## config.mk

```make
export PLATFORM = sky130hd
export DESIGN_NAME = lc3x_muldiv_unit
export DESIGN_NICKNAME = d
export VERILOG_FILES = /design/src/rtl/lc3x_muldiv_unit.sv
export SDC_FILE = /design/constraint.sdc
export NUM_CORES = 1
export LEC_CHECK = 0
export ABC_AREA = 1
export CAP_MARGIN = 20
export CORE_MARGIN = 5
export CORE_UTILIZATION = 52
export CTS_BUF_LIST = sky130_fd_sc_hd__clkbuf_16
export DETAILED_ROUTE_END_ITERATION = 10
export GPL_ROUTABILITY_DRIVEN = 0
export PLACE_DENSITY = 0.85
export SLEW_MARGIN = 5
export SYNTH_ARGS = -nofsm -noshare
export SYNTH_HDL_FRONTEND = slang
export SYNTH_SLANG_ARGS = --single-unit
```

## constraint.sdc

```tcl
create_clock -name clk -period 5.87 [get_ports clk]
set_input_delay 0.8805 -clock clk [delete_from_list [all_inputs] [get_ports clk]]
set_output_delay 0.8805 -clock clk [all_outputs]
set_load 0.01 [all_outputs]
```

## src/rtl/lc3x_muldiv_unit.sv

```systemverilog
`default_nettype none
// ============================================================================
//  Module   : lc3x_muldiv_unit
//  Purpose  : Iterative multiply/divide unit for the LC-3x OPS instructions.
//             Sits beside the ALU in EX and computes one result bit per
//             cycle: unsigned shift-add multiply (low half kept) and unsigned
//             restoring divide. While it works, it stalls the pipeline. It
//             presents the result with a single-cycle done pulse.
//  Ports    : clk        - system clock, rising edge
//             reset_n    - asynchronous active-low reset
//             start      - EX instruction is mult/div (level, held while stalled)
//             op         - 0 = multiply, 1 = divide
//             flush      - kill of the EX instruction, aborts the operation
//             a, b       - SR1 / SR2 operands
//             result     - product low half, or quotient
//             remainder  - divide remainder (0 for multiply)
//             done       - one-cycle pulse, result/remainder valid
//             busy       - unit not idle
//             stall      - freezes PC and pipeline latches
//  Revision : 1.0 - initial release
// ============================================================================
module lc3x_muldiv_unit #(
    parameter int WIDTH = 16
) (
    input  logic             clk,
    input  logic             reset_n,
    input  logic             start,
    input  logic             op,
    input  logic             flush,
    input  logic [WIDTH-1:0] a,
    input  logic [WIDTH-1:0] b,
    output logic [WIDTH-1:0] result,
    output logic [WIDTH-1:0] remainder,
    output logic             done,
    output logic             busy,
    output logic             stall
);

    localparam int             CW       = $clog2(WIDTH + 1);
    localparam logic [CW-1:0]  CNT_INIT = CW'(WIDTH);
    localparam logic [CW-1:0]  CNT_LAST = CW'(1);

    typedef enum logic [1:0] {
        S_IDLE = 2'd0,
        S_RUN  = 2'd1,
        S_DONE = 2'd2
    } state_t;

    state_t           state_q,     state_d;
    logic [CW-1:0]    cnt_q,       cnt_d;
    logic             op_q,        op_d;
    // Multiply: opa = shifting multiplicand, opb = shifting multiplier,
    //           acc = running product.
    // Divide  : opb = divisor, acc = quotient register (starts as dividend),
    //           rem = partial remainder.
    logic [WIDTH-1:0] opa_q,       opa_d;
    logic [WIDTH-1:0] opb_q,       opb_d;
    logic [WIDTH-1:0] acc_q,       acc_d;
    logic [WIDTH-1:0] rem_q,       rem_d;
    logic [WIDTH-1:0] result_q,    result_d;
    logic [WIDTH-1:0] remainder_q, remainder_d;

    // One iteration of each algorithm, evaluated every cycle.
    logic [WIDTH-1:0] w_mul_acc;
    logic [WIDTH:0]   w_div_rem_sh;
    logic             w_div_ge;
    logic [WIDTH-1:0] w_div_rem;
    logic [WIDTH-1:0] w_div_quo;

    always_comb begin
        w_mul_acc    = opb_q[0] ? (acc_q + opa_q) : acc_q;
        // Shift {rem, quo} left by one; the shifted remainder needs one
        // extra bit, because it can reach 2*divisor-1.
        w_div_rem_sh = {rem_q, acc_q[WIDTH-1]};
        w_div_ge     = (w_div_rem_sh >= {1'b0, opb_q});
        w_div_rem    = w_div_ge ? WIDTH'(w_div_rem_sh - {1'b0, opb_q})
                                : w_div_rem_sh[WIDTH-1:0];
        w_div_quo    = {acc_q[WIDTH-2:0], w_div_ge};
    end

    // Next-state and datapath control
    always_comb begin
        state_d     = state_q;
        cnt_d       = cnt_q;
        op_d        = op_q;
        opa_d       = opa_q;
        opb_d       = opb_q;
        acc_d       = acc_q;
        rem_d       = rem_q;
        result_d    = result_q;
        remainder_d = remainder_q;

        if (flush) begin
            // A killed instruction never reaches DONE, so the result regs keep
            // their previous values.
            state_d = S_IDLE;
        end else begin
            case (state_q)
                S_IDLE: begin
                    if (start) begin
                        if (op && (b == '0)) begin
                            // Divide by zero resolves immediately.
                            result_d    = '1;
                            remainder_d = a;
                            state_d     = S_DONE;
                        end else begin
                            op_d    = op;
                            opa_d   = a;
                            opb_d   = b;
                            acc_d   = op ? a : '0;
                            rem_d   = '0;
                            cnt_d   = CNT_INIT;
                            state_d = S_RUN;
                        end
                    end
                end

                S_RUN: begin
                    cnt_d = cnt_q - CNT_LAST;
                    if (op_q) begin
                        acc_d = w_div_quo;
                        rem_d = w_div_rem;
                    end else begin
                        acc_d = w_mul_acc;
                        opa_d = opa_q << 1;
                        opb_d = opb_q >> 1;
                    end
                    if (cnt_q == CNT_LAST) begin
                        result_d    = op_q ? w_div_quo : w_mul_acc;
                        remainder_d = op_q ? w_div_rem : '0;
                        state_d     = S_DONE;
                    end
                end

                S_DONE: begin
                    // The finished instruction is still on start this cycle,
                    // so start is ignored here.
                    state_d = S_IDLE;
                end

                default: begin
                    state_d = S_IDLE;
                end
            endcase
        end
    end

    always_ff @(posedge clk or negedge reset_n) begin
        if (!reset_n) begin
            state_q     <= S_IDLE;
            cnt_q       <= '0;
            op_q        <= 1'b0;
            opa_q       <= '0;
            opb_q       <= '0;
            acc_q       <= '0;
            rem_q       <= '0;
            result_q    <= '0;
            remainder_q <= '0;
        end else begin
            state_q     <= state_d;
            cnt_q       <= cnt_d;
            op_q        <= op_d;
            opa_q       <= opa_d;
            opb_q       <= opb_d;
            acc_q       <= acc_d;
            rem_q       <= rem_d;
            result_q    <= result_d;
            remainder_q <= remainder_d;
        end
    end

    assign result    = result_q;
    assign remainder = remainder_q;
    assign done      = (state_q == S_DONE);
    assign busy      = (state_q != S_IDLE);
    // The stall drops in DONE so the pipeline advances with the result.
    assign stall     = ((state_q == S_IDLE) && start && !flush) || (state_q == S_RUN);

endmodule
`default_nettype wire

```

# After elaboration in Yosys (flattened, before gate mapping)

Cells that the tools add are included.

Bits in registers: 104
Memories kept: 0
Latch bits: 0
Memory bits (read-only): 0
Word-level logic and storage cells: 77
Input bits: 37
Memory bits (writable): 0
Output and inout port bits: 35

Reduce and logical (&&, ||, !) cells: 15
Shift operators: 0
Div/mod/pow operators: 0
Bitwise gates (word level): 2
Add/subtract/negate cells: 3
Multiply operators: 0
Muxes and demuxes: 36
$lt $le $gt $ge: 1
Eq/ne operators: 11

Operators with widths:

| cell                | number |
|---|---|
| $mux 16             | 22 |
| $pmux 16 s2         | 6 |
| $ge 17x16->1        | 1 |
| $add 16x16->16      | 1 |
| $logic_not 16->1    | 1 |
| $sub 16x16->16      | 1 |
| $reduce_and 5->1    | 3 |
| $ne 2x2->1 const B  | 6 |
| $mux 5              | 2 |
| $pmux 5 s2          | 1 |
| $mux 2              | 4 |
| $reduce_and 4->1    | 2 |
| $ne 3x3->1 const B  | 2 |
| $eq 5x1->1 const B  | 1 |
| $sub 5x1->5 const B | 1 |
| $pmux 2 s2          | 1 |
| $reduce_bool 2->1   | 2 |
| $logic_and 1x1->1   | 3 |
| $eq 2x1->1 const B  | 1 |
| $eq 2x2->1 const B  | 1 |
| $logic_not 2->1     | 1 |
| $not 1->1           | 2 |
| $reduce_and 2->1    | 1 |
| $logic_not 1->1     | 1 |
| $logic_or 1x1->1    | 1 |

# Longest topological paths before layout

Depth after elaboration: 6
Gate-level depth with buffers: 16
Depth with buffers taken out: 15

# Worst setup path before layout

OpenSTA, ideal clock, no wires.

Path type: input to output
From: input start
To: output stall
Data required time: 4.990 ns
Path slack: 3.707 ns
Arrival time: 1.283 ns
Path buffers: 0
Cell stages on the path: 2
Path through: inv_1 -> o31ai_1

Longest elaborated chain between the ends: 3

Ends and longest elaborated chain:

| item                            | RTL line | text |
|---|---|---|
| start, declared                 | 27       | `input logic start,` |
| $logic_and 1x1->1 (2 in series) | 177      | `assign stall = ((state_q == S_IDLE) && start && !flush) \|\| (state_q == S_RUN);` |
| $logic_or 1x1->1                | 177      |  |
| end, declared                   | 36       | `output logic stall` |

Every way passes these cells.

# Worst setup path after layout

From: input op
To: register remainder_q[8], in the netlist remainder[8]

Longest elaborated chain between the ends: 3

Ends and longest elaborated chain:

| item                              | RTL line | text |
|---|---|---|
| start, declared                   | 28       | `input logic op,` |
| $logic_and 1x1->1                 | 101      | `if (op && (b == '0)) begin` |
| $ne 2x2->1 (no source line)       | --       |  |
| $reduce_and 5->1 (no source line) | --       |  |
| end signal, assigned              | 168      | `remainder_q <= remainder_d;` |
| end, declared                     | 61       | `logic [WIDTH-1:0] remainder_q, remainder_d;` |

Every way passes these cells.
A chain may end at the register's enable or synchronous reset.

==> summary.md <==
| Metric | Value |
|---|---|
| Clock slew at reported path FFs | `70 ps` |
| HPWL after detailed placement | `15.24 mm` |
| Antenna cells | `0` |
| Dominant synthesized flop cell | `dfrtp_1` |
| Gate Count Post-Synth | `1038` |
| Cell variety after synth | `38` |
| Vias | `7187` |
| Global-route wire length before repair | `34.41 mm` |
| Final period util | `67.34%` |
| Largest net degree at the start of global routing | `61` |
| Fmax achieved | `253.0 MHz` |
| Clock Sinks | `104` |
| Layout overhead on the synthesized area | `14.82%` |
| Cell leakage power | `4.153 nW` |
| Final Setup Violations | `0` |
| Post-DR wirelength/cell | `16.47 um` |
| Hold_buf cts | `0` |
| Crit Path Class | `in -> reg` |
| Top cell type's share of synthesized area | `36.43%` |
| Synthesis-stage register bit count | `104` |
| # port buffers | `71` |
| Relative slew slack | `32.69%` |
| Clk_lat worst skew | `370 ps` |
| Hold Path Sink | `result[10]` |
| Leading area contributor after synthesis | `dfrtp_1` |
| Final hold violation count | `0` |
| Initial Util | `53.52%` |
| Number of flops mapped to enable cells by yosys | `0` |
| Worst reg2reg endpoint | `remainder[8]` |
| Maximum Capacitance Violations | `0` |
| Total Power | `4.556 mW` |
| CTS Root Cell | `clkbuf_16` |
| Crit path arrival time | `4250 ps` |
| DR pass1 iterations | `6` |
| Remaining routing DRC violations | `0` |
| Placed cell areas | `7911 um2` |
| Post-cts resize count | `0` |
| Synth Cell Area | `7143 um2` |
| Layout cell share with drive strength beyond 1 | `5.326%` |
| Die width | `127.2 um` |
| Max-slew violation count | `0` |
| Initial DRC count | `847` |
| GRT Resource Usage Total | `26.63%` |
| Fillers | `1206` |
| Commonest non-fill, non-tap cell in the layout | `nand2_1` |
| Status | `finished, final reports clean` |
| Ports | `72` |
| Placed cell count | `1249` |
| Vias/cell | `5.681` |
| Synth area leaders | `dfrtp_1 (36%), nand2_1 (18%), nand3_1 (6.8%), inv_1 (6.0%), ha_1 (5.8%)` |
| Min-Delay Path Class | `reg -> reg` |
| Syn nets | `1110` |
| Setup Fix Bufs, Post-CTS | `0` |
| Site Rows | `42` |
| Synth async-reset ratio | `100.0%` |
| Ys Warns | `0` |
| Crit path launch | `op` |
| TritonCTS buffer count | `9` |
| Die footprint | `16180 um2` |
| Worst-case clock buffer depth | `2` |
| Vias in the first global route | `6779` |
| Critical R2R Launch | `cnt_q[0]` |
| Remaining global-route overflow | `0` |
| Worst Skew | `15.44 ps` |
| Final min period | `3953 ps` |
| TritonCTS clock tree | `done` |
| H-tree levels | `3` |
| Startpoint Class | `input port` |
| # nets final | `1156` |
| Fin area | `8202 um2` |
| VDD IR-drop max | `0.0003060 V` |
| Worst slew pin tran | `1009 ps` |
| Hold Crit Start | `result[10]` |
| Final wirelength | `20.84 mm` |
| Unrepaired setup endpoints after global routing | `false` |
| Final core occ | `61.45%` |
| Worst R2R Setup Slack | `3020 ps` |
| Total core area | `13350 um2` |
| Required time worst endpoint | `6170 ps` |
| CP Capture Type | `register` |
| Hold depth | `2` |
| Die Height | `127.2 um` |
| TNS Setup | `0 ps` |
| Most frequent cells in the layout | `nand2_1 (336), inv_1 (117), dfrtp_1 (104), nand3_1 (97), a21oi_1 (75)` |
| Maximum net fanout on the critical path | `37` |
| Pwr dens | `555.6 nW/um2` |
| Synthesized area per cell | `6.882 um2` |
| Initial antenna violation count | `0` |
| R2R depth | `8` |
| DRT antenna net count | `0` |
| Layout Cells excl Fill | `1265` |
| Seq/Total Area, Yosys | `36.43%` |
==> registers in the layout, summed over array words and instances, names as in the netlist <==
| name | count |
|---|---|
| acc_q | 16 |
| opa_q | 16 |
| opb_q | 16 |
| rem_q | 16 |
| remainder | 16 |
| result | 16 |
| cnt_q | 5 |
| state_q | 2 |
| op_q | 1 |
==> cells in the mapped netlist, types with 2 or more instances <==
master,count
nand2_1,336
inv_1,115
dfrtp_1,104
nand3_1,97
a21oi_1,75
nor2_1,70
o21ai_0,48
ha_1,33
clkbuf_1,19
or2_2,19
buf_2,15
o211ai_1,15
o21a_1,15
nand4_1,12
xnor2_1,9
nand2_2,6
o21ai_1,6
and2_1,4
nor3_1,4
buf_6,3
inv_2,3
nand3_2,3
nand3b_1,3
o31ai_1,3
buf_1,2
buf_4,2
fa_1,2
nand2_4,2
nor2_2,2
nor3_2,2
xor2_1,2
==> routing by layer <==
metal / vias to the layer above / share of wire [%] / track usage (%)
met5: - / 0 / 0
met3: 83 / 9.2 / 6.720
met1: 3301 / 43 / 37.45
met2: 367 / 44 / 39.54
met4: 0 / 4.0 / 10.60
li1: 3436 / - / -
==> critical path, cell delays in order <==
cell and delay (ps):
clkdlybuf4s50_1 1030, nor3b_2 340, nand3_1 100, nand2_1 160, nand2_2 440, inv_1 940, or2_2 240, nand2_1 50
inv_1 50
==> stage by stage <==
step / hold WS (ps) / setup WS [ps]
after floorplan: 474.4 / 3707
after global placement: 468.6 / 1766
after detailed placement: 468.7 / 1689
after CTS: 487.2 / 2062
after global routing: 513.8 / 1727
final: 486.4 / 1917
==> cells by family after synthesis <==
group | share of synthesized area, %
adders and majority gates | 6.341
buffers and inverters | 9.038
and+or+nand+nor | 33.93
DFF | 36.43
AOI/OAI and AO/OA | 12.91
xor gates and xnor gates | 1.349
==> final cells by class <==
cell class / instances / area, um2 / share of cell area [%]
tap: 176 / 220.2 / 2.685
clock buffer: 9 / 225.2 / 2.746
timing repair buffer: 76 / 745.7 / 9.092
sequential: 104 / 2603 / 31.73
inverter: 118 / 442.9 / 5.400
multi-input combinational: 775 / 3900 / 47.55
clock inverter: 7 / 65.06 / 0.7933
==> worst max-delay path by stage <==
stage	end	slack [ps]
2_1_floorplan	stall	3710
3_3_place_gp	remainder[3]	1770
3_5_place_dp	remainder[8]	1690
4_1_cts	remainder[8]	2060
5_1_grt	remainder[7]	1730
6_report	remainder[8]	1920
==> report_power, final <==
group	internal (mW)	leakage, nW	switching, mW
logic	1.02	2.74	1.64
registers	1.02	1.27	0.267
clock network	0.327	0.142	0.281
total	2.37	4.15	2.19
Power figures use the tool's default switching activity.
